===== src/rtl/io_bus_pkg.sv =====
// Shared types and constants for the two-requester IO bus arbiter.
// Build option: IO_ARB_FIXED_PRIO_EN selects fixed m0 priority instead of round-robin.
package io_bus_pkg;

    typedef enum logic [1:0] {
        ST_IDLE = 2'd0,
        ST_ACC  = 2'd1,
        ST_RESP = 2'd2
    } state_e;

    localparam int          OFFS_W   = 4;
    localparam logic [3:0]  REG_GPIO = 4'h0;
    localparam logic [3:0]  REG_ID   = 4'h4;
    localparam logic [31:0] ID_VALUE = 32'h4750_494F;

    // Requester index (0 = m0, 1 = m1) to its one-hot strobe pair.
    function automatic logic [1:0] req_onehot(input logic idx);
        return idx ? 2'b10 : 2'b01;
    endfunction

endpackage


===== src/rtl/io_bus_arbiter_if.sv =====
// Bus bundle between the two requesters and the arbiter; master = requester side.
interface io_bus_arbiter_if #(
    parameter int ADDR_W = 32,
    parameter int DATA_W = 32,
    parameter int GPIO_W = 8
);
    logic              m0_req;
    logic              m0_we;
    logic [ADDR_W-1:0] m0_addr;
    logic [DATA_W-1:0] m0_wdata;
    logic              m0_gnt;
    logic              m0_done;

    logic              m1_req;
    logic              m1_we;
    logic [ADDR_W-1:0] m1_addr;
    logic [DATA_W-1:0] m1_wdata;
    logic              m1_gnt;
    logic              m1_done;

    logic [DATA_W-1:0] rdata;
    logic [GPIO_W-1:0] gpio;

    modport master (
        output m0_req, m0_we, m0_addr, m0_wdata,
        output m1_req, m1_we, m1_addr, m1_wdata,
        input  m0_gnt, m0_done, m1_gnt, m1_done, rdata, gpio
    );

    modport slave (
        input  m0_req, m0_we, m0_addr, m0_wdata,
        input  m1_req, m1_we, m1_addr, m1_wdata,
        output m0_gnt, m0_done, m1_gnt, m1_done, rdata, gpio
    );
endinterface


===== src/rtl/io_rr_picker.sv =====
// Two-way winner selection for the IO bus arbiter.
// IO_ARB_FIXED_PRIO_EN: m0 always wins and the round-robin pointer is removed.
module io_rr_picker (
    input  logic       clk,
    input  logic       rst,
    input  logic [1:0] req_i,
    input  logic       grant_en_i,
    output logic       winner_o
);
`ifdef IO_ARB_FIXED_PRIO_EN
    logic unused_ports;

    assign winner_o     = req_i[0] ? 1'b0 : req_i[1];
    assign unused_ports = ^{clk, rst, grant_en_i};
`else
    // prio_q names the requester that wins a tie; it flips away from every winner.
    logic prio_q, prio_d;

    always_comb begin
        winner_o = (&req_i) ? prio_q : req_i[1];
        prio_d   = grant_en_i ? ~winner_o : prio_q;
    end

    // NOTE: sequential state uses non-blocking assignments so every flop samples
    // pre-edge values regardless of process ordering.
    always_ff @(posedge clk) begin
        if (rst) begin
            prio_q <= 1'b0;
        end else begin
            prio_q <= prio_d;
        end
    end
`endif
endmodule


===== src/rtl/io_bus_arbiter.sv =====
// Two-requester arbiter fronting a tiny register block (GPIO + ID); one access at a time.
// IO_ARB_FIXED_PRIO_EN (in io_rr_picker) switches ties from round-robin to fixed m0 priority.
module io_bus_arbiter
    import io_bus_pkg::*;
#(
    parameter int ADDR_W = 32,
    parameter int DATA_W = 32,
    parameter int GPIO_W = 8
) (
    input  logic            clk,
    input  logic            rst,
    io_bus_arbiter_if.slave bus
);
    state_e              state_q, state_d;
    logic [1:0]          req;
    logic                start;
    logic                winner;

    logic                sel_we;
    logic [ADDR_W-1:0]   sel_addr;
    logic [DATA_W-1:0]   sel_wdata;
    logic                unused_bits;

    logic                owner_q, owner_d;
    logic                we_q, we_d;
    logic [OFFS_W-1:0]   offs_q, offs_d;
    logic [GPIO_W-1:0]   wdata_q, wdata_d;

    logic [1:0]          gnt_q, gnt_d;
    logic [1:0]          done_q, done_d;
    logic [DATA_W-1:0]   rdata_q, rdata_d;
    logic [DATA_W-1:0]   rd_val;
    logic [GPIO_W-1:0]   gpio_q, gpio_d;

    assign req   = {bus.m1_req, bus.m0_req};
    assign start = (state_q == ST_IDLE) && (|req);

    io_rr_picker u_picker (
        .clk        (clk),
        .rst        (rst),
        .req_i      (req),
        .grant_en_i (start),
        .winner_o   (winner)
    );

    assign sel_we    = winner ? bus.m1_we    : bus.m0_we;
    assign sel_addr  = winner ? bus.m1_addr  : bus.m0_addr;
    assign sel_wdata = winner ? bus.m1_wdata : bus.m0_wdata;

    // Only the register offset and the GPIO-wide slice of write data are decoded.
    assign unused_bits = ^{sel_addr[ADDR_W-1:OFFS_W], sel_wdata[DATA_W-1:GPIO_W]};

    always_comb begin
        rd_val = '0;
        case (offs_q)
            REG_GPIO: rd_val[GPIO_W-1:0] = gpio_q;
            REG_ID:   rd_val = DATA_W'(ID_VALUE);
            default:  rd_val = '0;
        endcase
    end

    // NOTE: every output of this block gets a default before the case so no
    // path leaves a variable unassigned, which would otherwise infer a latch.
    always_comb begin
        state_d = state_q;
        owner_d = owner_q;
        we_d    = we_q;
        offs_d  = offs_q;
        wdata_d = wdata_q;
        gnt_d   = '0;
        done_d  = '0;
        rdata_d = '0;
        gpio_d  = gpio_q;

        case (state_q)
            ST_IDLE: begin
                if (start) begin
                    owner_d = winner;
                    we_d    = sel_we;
                    offs_d  = sel_addr[OFFS_W-1:0];
                    wdata_d = sel_wdata[GPIO_W-1:0];
                    gnt_d   = req_onehot(winner);
                    state_d = ST_ACC;
                end
            end
            ST_ACC: begin
                done_d  = req_onehot(owner_q);
                state_d = ST_RESP;
                if (we_q) begin
                    if (offs_q == REG_GPIO) begin
                        gpio_d = wdata_q;
                    end
                end else begin
                    rdata_d = rd_val;
                end
            end
            ST_RESP: begin
                state_d = ST_IDLE;
            end
            default: begin
                state_d = ST_IDLE;
            end
        endcase
    end

    always_ff @(posedge clk) begin
        if (rst) begin
            state_q <= ST_IDLE;
            gnt_q   <= '0;
            done_q  <= '0;
            rdata_q <= '0;
            gpio_q  <= '0;
            owner_q <= 1'b0;
        end else begin
            state_q <= state_d;
            gnt_q   <= gnt_d;
            done_q  <= done_d;
            rdata_q <= rdata_d;
            gpio_q  <= gpio_d;
            owner_q <= owner_d;
        end
    end

    // NOTE: latched request fields carry no reset; they are only consumed in
    // ACC, which is always entered through IDLE where they are loaded.
    always_ff @(posedge clk) begin
        we_q    <= we_d;
        offs_q  <= offs_d;
        wdata_q <= wdata_d;
    end

    assign bus.m0_gnt = gnt_q[0];
    assign bus.m1_gnt = gnt_q[1];
    // A reset raised during RESP suppresses the completion pulse in that same cycle.
    assign bus.m0_done = done_q[0] & ~rst;
    assign bus.m1_done = done_q[1] & ~rst;
    assign bus.rdata   = rst ? '0 : rdata_q;
    assign bus.gpio    = gpio_q;

endmodule

===== src/flat_wrapper.sv =====
// flat-port wrapper written by rule: the top's interface ports become plain ports
module io_bus_arbiter_flat import io_bus_pkg::*;
#(
    parameter int ADDR_W = 32,
    parameter int DATA_W = 32,
    parameter int GPIO_W = 8
)
  (clk, rst, bus_m0_req, bus_m0_we, bus_m0_addr, bus_m0_wdata, bus_m1_req, bus_m1_we, bus_m1_addr, bus_m1_wdata, bus_m0_gnt, bus_m0_done, bus_m1_gnt, bus_m1_done, bus_rdata, bus_gpio);
  io_bus_arbiter_if #(.ADDR_W(ADDR_W), .DATA_W(DATA_W), .GPIO_W(GPIO_W)) bus_i ();
  input  logic clk;
  input  logic rst;
  input wire logic [$bits(bus_i.m0_req)-1:0] bus_m0_req;
  input wire logic [$bits(bus_i.m0_we)-1:0] bus_m0_we;
  input wire logic [$bits(bus_i.m0_addr)-1:0] bus_m0_addr;
  input wire logic [$bits(bus_i.m0_wdata)-1:0] bus_m0_wdata;
  input wire logic [$bits(bus_i.m1_req)-1:0] bus_m1_req;
  input wire logic [$bits(bus_i.m1_we)-1:0] bus_m1_we;
  input wire logic [$bits(bus_i.m1_addr)-1:0] bus_m1_addr;
  input wire logic [$bits(bus_i.m1_wdata)-1:0] bus_m1_wdata;
  output wire logic [$bits(bus_i.m0_gnt)-1:0] bus_m0_gnt;
  output wire logic [$bits(bus_i.m0_done)-1:0] bus_m0_done;
  output wire logic [$bits(bus_i.m1_gnt)-1:0] bus_m1_gnt;
  output wire logic [$bits(bus_i.m1_done)-1:0] bus_m1_done;
  output wire logic [$bits(bus_i.rdata)-1:0] bus_rdata;
  output wire logic [$bits(bus_i.gpio)-1:0] bus_gpio;
  assign bus_i.m0_req = bus_m0_req;
  assign bus_i.m0_we = bus_m0_we;
  assign bus_i.m0_addr = bus_m0_addr;
  assign bus_i.m0_wdata = bus_m0_wdata;
  assign bus_i.m1_req = bus_m1_req;
  assign bus_i.m1_we = bus_m1_we;
  assign bus_i.m1_addr = bus_m1_addr;
  assign bus_i.m1_wdata = bus_m1_wdata;
  assign bus_m0_gnt = bus_i.m0_gnt;
  assign bus_m0_done = bus_i.m0_done;
  assign bus_m1_gnt = bus_i.m1_gnt;
  assign bus_m1_done = bus_i.m1_done;
  assign bus_rdata = bus_i.rdata;
  assign bus_gpio = bus_i.gpio;
  io_bus_arbiter #(.ADDR_W(ADDR_W), .DATA_W(DATA_W), .GPIO_W(GPIO_W)) u_core (.clk(clk), .rst(rst), .bus(bus_i));
endmodule

===== config.mk =====
export PLATFORM = sky130hd
export DESIGN_NAME = io_bus_arbiter_flat
export DESIGN_NICKNAME = d
export VERILOG_FILES = /design/src/rtl/io_bus_pkg.sv /design/src/rtl/io_bus_arbiter_if.sv /design/src/rtl/io_rr_picker.sv /design/src/rtl/io_bus_arbiter.sv /design/src/flat_wrapper.sv
export SDC_FILE = /design/constraint.sdc
export NUM_CORES = 1
export LEC_CHECK = 0
export ABC_AREA = 1
export CAP_MARGIN = 20
export CORE_MARGIN = 2
export CORE_UTILIZATION = 29
export DETAILED_ROUTE_END_ITERATION = 16
export HOLD_SLACK_MARGIN = 0.03
export PLACE_DENSITY_LB_ADDON = 0.3
export SLEW_MARGIN = 0
export SYNTH_ARGS = -nofsm -noshare
export SYNTH_HDL_FRONTEND = slang
export SYNTH_SLANG_ARGS = --single-unit
export TNS_END_PERCENT = 20

===== constraint.sdc =====
create_clock -name clk -period 2.1 [get_ports clk]
set_clock_uncertainty 0.2 [all_clocks]
set_input_delay 0.525 -clock clk [delete_from_list [all_inputs] [get_ports clk]]
set_output_delay 0.525 -clock clk [all_outputs]
set_load 0.005 [all_outputs]

==> flow_summary_export.csv, run 1 <==
group,metric,value,unit
place,hpwl,2513,um
clock_network,cts_tree,"yes",
worst_setup_path,critPathMaxStageDelay,0.23,ns
global_routing,grtUsageMet1,11.66,%
timing,report.final.slew_viol_count,0,
finish,design_area,2402,um2
global_routing,grt_overflow,0,
worst_setup_path,start_kind,"input pin",
timing,fin_setup_tns,0,ns
power,worst_ir_drop_vdd,0.2006,mV
place,placed_area,2322,um2
clock_network,cts-root-buf,"clkbuf_8",
global_routing,grt_max_degree,17,
detailed_routing,viasPerCell,3.821,
floorplanning,die_h,81.64,um
synthesis,yosys.cell_types.count,23,
detailed_routing,ant_nets,0,
detailed_routing,vias,1322,
timing,rsz0062_at_grt,"no",
finish,layout.cells.non_filler,346,
worst_setup_path,worstPathRequired,1.37,ns
global_routing,gr-max-usage-layer,"met2",
global_routing,antenna_found_initial,0,
clock_network,cts_setup_buffers,0,
finish,antennaDiodeCount,0,
global_routing,grt_pass1_wl,5154,um
synthesis,syn_inst,214,
synthesis,yosys_warnings,0,
timing,fin_hold_ws,0.2686,ns
clock_network,cts_sinks,38,
synthesis,synth.avg_cell_area,8.168,um2
worst_setup_path,cp_cell_sequence,"clkdlybuf4s15_2 -> buf_4 -> nor2_1 -> dlygate4sd2_1",
floorplanning,rows,28,
worst_setup_path,endpoint_kind,"primary output",
power,power,1.551,mW
hold_path,min_path_type,"flop to flop",
floorplanning,core_area,5886,um2
finish,fillers,649,
detailed_routing,drtIter0Drc,33,
timing,setup_viol,0,
finish,final_nets,404,
power,p_leak,1.115,nW
global_routing,gr-usage-all-layers,10.14,%
timing,min_period,1.984,ns
place,gp_congestion,0.6737,
finish,syn2layout_area_growth,37.44,%
job,cap_viol_max_count,0,
status,status,"finished clean",
place,pre_cts_slack,-0.5081,ns
clock_network,path_clk_slew,0.07,ns
global_routing,grt_pass1_vias,1181,
global_routing,grt_util_met2,16.89,%
clock_network,cts_htree_levels,2,
worst_setup_path,worst-path-max-fanout,8,
clock_network,cts_max_path_buffers,2,
timing,hold_viol_final,0,
global_routing,met3_usage,3.407,%
finish,fin_util,40.82,%
timing,setup_slack,0.1157,ns
worst_setup_path,rrSetupSlack,0.64,ns
detailed_routing,drc_errors,0,
timing,min_period_over_period,94.49,%
detailed_routing,wl_per_cell,9.176,um
clock_network,numCtsBuffers,5,
worst_setup_path,crit_type,"input pin to primary output",
hold_path,hp-start,"u_core.owner_q",
timing,max_freq,504.0,MHz
floorplanning,die_x,81.64,um
finish,drive_above_1_share,9.963,%
synthesis,yosysSeqAreaShare,50.97,%
floorplanning,initial_core_util,29.70,%
detailed_routing,finalWirelength,3175,um
place,dp_cells,338,
clock_network,clk_latency,0.29,ns
worst_setup_path,arrival,1.26,ns
place,portBuffers,58,
power,p_per_area,645.6,nW/um2
worst_setup_path,r2r_start,"u_core.offs_q[1]",
floorplanning,design.die.area,6664,um2
worst_setup_path,crit_slowest_cell,"dlygate4sd2_1",
synthesis,synth-seq-cells,38,
floorplanning,io_pins,178,
detailed_routing,dr.pass1.iters,4,
synthesis,synth_area,1748,um2
worst_setup_path,cp-startpoint,"rst",
==> layout make-up <==
cell class                 instances  area [um2]  area share, %
sequential                        38       890.9          37.08
clock buffer                       8       90.09          3.750
timing repair buffer              63       615.6          25.63
tap                               75       93.84          3.906
inverter                          27       101.3          4.219
multi-input combinational        135       610.6          25.42
==> layer usage <==
layer | wire (um) | up-vias | part of all wire, %
li1 | - | 716 | -
met1 | 1355 | 538 | 43
met2 | 1446 | 61 | 46
met3 | 315 | 7 | 9.9
met4 | 57 | 0 | 1.8
met5 | 0 | - | 0
==> path summary, 6_finish.rpt <==
path | to | cells after the start
min | u_core.done_q[1] | 2
min reg2reg | u_core.done_q[1] | 2
max reg2reg | u_core.bus.gpio[6] | 6
max | bus_rdata[7] | 4
==> cells by family after synthesis <==
logic type,share of synthesized area (%)
compound gates,2.004
buf+inv,17.54
flops,50.97
other cells,0.2145
simple gates,29.28
==> power by group <==
part	total (mW)	internal (mW)	switching, mW
registers	0.835	0.815	0.0205
logic	0.215	0.106	0.109
clock network	0.501	0.267	0.233
==> synth_stat cells (all sizes together) <==
master	count	area [um2]
conb	1	3.750
clkbuf	1	3.750
edfxtp	13	390.4
nand2	63	246.5
dfxtp	25	500.5
o21ai	1	5.000
nor2	39	200.2
nand3b	1	7.510
a21oi	6	30.03
buf	27	201.4
nand3	6	30.03
nor3	1	5.000
nor3b	3	22.52
inv	26	97.59
clkinv	1	3.750
==> placed cells by master (no fill, tap or decap) <==
cell	count
nor3_1	1
nand2_1	61
edfxtp_1	13
a21oi_1	6
nor2_2	9
buf_4	3
clkdlybuf4s15_2	1
clkinv_1	1
o21ai_1	1
clkbuf_8	6
buf_12	1
nand2_4	1
nand2_2	1
inv_1	26
nor3b_1	3
nand3b_1	1
dfxtp_1	25
clkbuf_1	2
nor2_1	26
nor2_8	1
dlymetal6s2s_1	1
dlygate4sd2_1	18
conb_1	15
nand3_1	6
nor2_4	3
buf_6	1
clkdlybuf4s50_1	38
==> repair_timing <==
item	in CTS	in global routing
endpoints found under the setup margin	19	1
pin swaps	1	0
hold endpoints to repair	0	0
hold buffers	0	0
resized for setup	23	1
==> state kept, by name (all words and copies together) (netlist names), 2 cells and up <==
name             cells
u_core.offs_q        4
u_core.gnt_q         2
u_core.done_q        2
u_core.state_q       2
u_core.rdata_q       9
u_core.bus.gpio      8
u_core.wdata_q       8
==> worst max-delay path, delay by kind of cell <==
kind,cells,cell delay [ns]
simple gates,1,0.10
buf+inv,3,0.62
Power figures use the tool's default switching activity.
==> run 2, diff against run 1 <==
--- a/config.mk
+++ b/config.mk
@@ -12,6 +12,7 @@
 export DETAILED_ROUTE_END_ITERATION = 16
 export HOLD_SLACK_MARGIN = 0.03
 export PLACE_DENSITY_LB_ADDON = 0.3
+export REMOVE_ABC_BUFFERS = 1
 export SLEW_MARGIN = 0
 export SYNTH_ARGS = -nofsm -noshare
 export SYNTH_HDL_FRONTEND = slang
==> flow_summary_export.csv, run 2 (synthesized netlist as in run 1, its figures left out) <==
group,metric,value,unit
power,power_frac_comb,13.1,%
timing,min_period_over_period,93.31,%
clock_network,cts_tree,"yes",
finish,multi_input_area,603.1,um2
power,p_per_area,671.2,nW/um2
global_routing,grt_pass1_vias,1074,
worst_setup_path,crit_type,"input pin to primary output",
clock_network,path_clk_slew,0.07,ns
clock_network,numCtsBuffers,5,
finish,final_cell_mix,"nand2_1, clkdlybuf4s50_1, nor2_1, inv_1, dfxtp_1",
timing,report.final.slew_viol_count,0,
finish,antennaDiodeCount,0,
timing,fin_setup_tns,0,ns
power,power_frac_clock,35.9,%
floorplanning,io_pins,178,
finish,top_register,"u_core.rdata_q",
global_routing,grt_pass1_wl,4719,um
floorplanning,die_h,81.64,um
clock_network,hold_buffers,0,
timing,max_freq,510.3,MHz
clock_network,cts-root-buf,"clkbuf_8",
finish,fillers,645,
timing,min_period,1.960,ns
detailed_routing,drtIter0Drc,39,
clock_network,cts_sinks,38,
power,worst_ir_drop_vdd,0.2530,mV
timing,setup_viol,0,
detailed_routing,viasPerCell,3.722,
place,portBuffers,58,
worst_setup_path,worstPathRequired,1.37,ns
worst_setup_path,rrSetupSlack,0.65,ns
global_routing,grt_max_degree,17,
worst_setup_path,endpoint_kind,"primary output",
timing,hold_viol_final,0,
finish,layout_commonest_cell,"nand2_1",
floorplanning,core_area,5886,um2
clock_network,cts_setup_buffers,0,
hold_path,hp-start,"u_core.owner_q",
finish,seq_area,890.9,um2
clock_network,cts_max_path_buffers,2,
worst_setup_path,r2r-end,"u_core.bus.gpio[1]",
worst_setup_path,arrival,1.23,ns
global_routing,grt_overflow,0,
floorplanning,die_x,81.64,um
hold_path,whs_path_depth,1,
detailed_routing,vias,1299,
floorplanning,design.die.area,6664,um2
finish,syn2layout_area_growth,39.51,%
finish,final_nets,407,
hold_path,worstHoldEndpoint,"u_core.done_q[0]",
power,power.internal,1.261,mW
finish,drive_above_1_share,10.95,%
power,switchingPower,0.3753,mW
worst_setup_path,worst-path-max-fanout,9,
power,p_leak,1.155,nW
clock_network,clk_latency,0.29,ns
floorplanning,rows,28,
detailed_routing,wl_per_cell,8.659,um
power,swShare,22.93,%
worst_setup_path,reg2reg_depth,6,
clock_network,cts_htree_levels,2,
global_routing,antenna_found_initial,0,
detailed_routing,ant_nets,0,
hold_path,min_path_type,"flop to flop",
worst_setup_path,r2r_start,"u_core.offs_q[2]",
detailed_routing,drc_errors,0,
worst_setup_path,start_kind,"input pin",
status,status,"finished clean",
job,cap_viol_max_count,0,
global_routing,gr-usage-all-layers,9.321,%
power,pwr-share-seq,51.0,%
worst_setup_path,cp-startpoint,"rst",
finish,fin_util,41.43,%
place,hpwl,2315,um
timing,rsz0062_at_grt,"no",
place,gp_congestion,0.7434,
finish,largest_reg_flops,9,
detailed_routing,finalWirelength,3022,um
floorplanning,initial_core_util,29.70,%
detailed_routing,dr.pass1.iters,4,
[run 2: changes by cell type in the layout (fill, tap and decap cells not counted)]
cell / change
dlygate4sd2_1: -1
buf_6: -1
clkbuf_1: -1
dlymetal6s2s_1: +1
nor2_1: +1
clkbuf_16: +1
buf_4: +4
nor2_4: -1
[run 2: worst max-delay path, cell delays in order]
cell	delay, ns
clkdlybuf4s15_2	0.22
nor2_1	0.11
buf_4	0.14
dlygate4sd2_1	0.24
[run 2: power by group through the flow]
stage	Clock [mW]	Combinational [mW]	Sequential (mW)
final	0.587	0.215	0.835
after global routing	0.637	0.243	0.841
after CTS	0.607	0.219	0.835
after detailed placement	0	0.220	0.852
after global placement	0	0.218	0.850
after floorplan	0	0.104	0.849
[run 2: worst max-delay path by stage]
stage | endpoint | cells after the start
2_1_floorplan | bus_rdata[11] | 1
3_3_place_gp | bus_rdata[4] | 4
3_5_place_dp | bus_rdata[25] | 4
4_1_cts | bus_rdata[3] | 3
5_1_grt | bus_rdata[24] | 4
6_report | bus_rdata[25] | 4
[run 2: final cells by class]
class / count / share of cell area (%)
Multi-Input combinational cell: 135 / 24.73
Inverter: 27 / 4.156
Sequential cell: 38 / 36.53
Clock buffer: 8 / 4.566
Timing Repair Buffer: 66 / 26.17
Tap cell: 75 / 3.848
[run 2: what timing repair did]
item                       4_1_cts  5_1_grt
cloned                           0        0
setup endpoints to repair       19        2
resized for setup               20        2
pin swaps                        1        0
hold endpoints to repair         0        0
[run 2: layer usage]
metal | up-vias | wire (um) | global-route usage [%]
li1 | 722 | - | -
met1 | 513 | 1319 | 10.80
met2 | 60 | 1353 | 15.74
met3 | 4 | 305 | 3.407
met4 | 0 | 43 | 3.500
met5 | - | 0 | 0
[run 2: metrics by stage]
stage	setup WS (ns)	power, mW	instance area [um2]	std cells	hold WS, ns
finish	0.1404	1.637	2439	349	0.2420
global placement	-0.4713	1.069	2342	341	0.2302
floorplan	0.2564	0.9522	1595	200	0.2121
detailed placement	-0.4739	1.071	2342	341	0.2343
global route	0.05945	1.721	2439	349	0.2632
CTS	0.004802	1.661	2434	349	0.2464
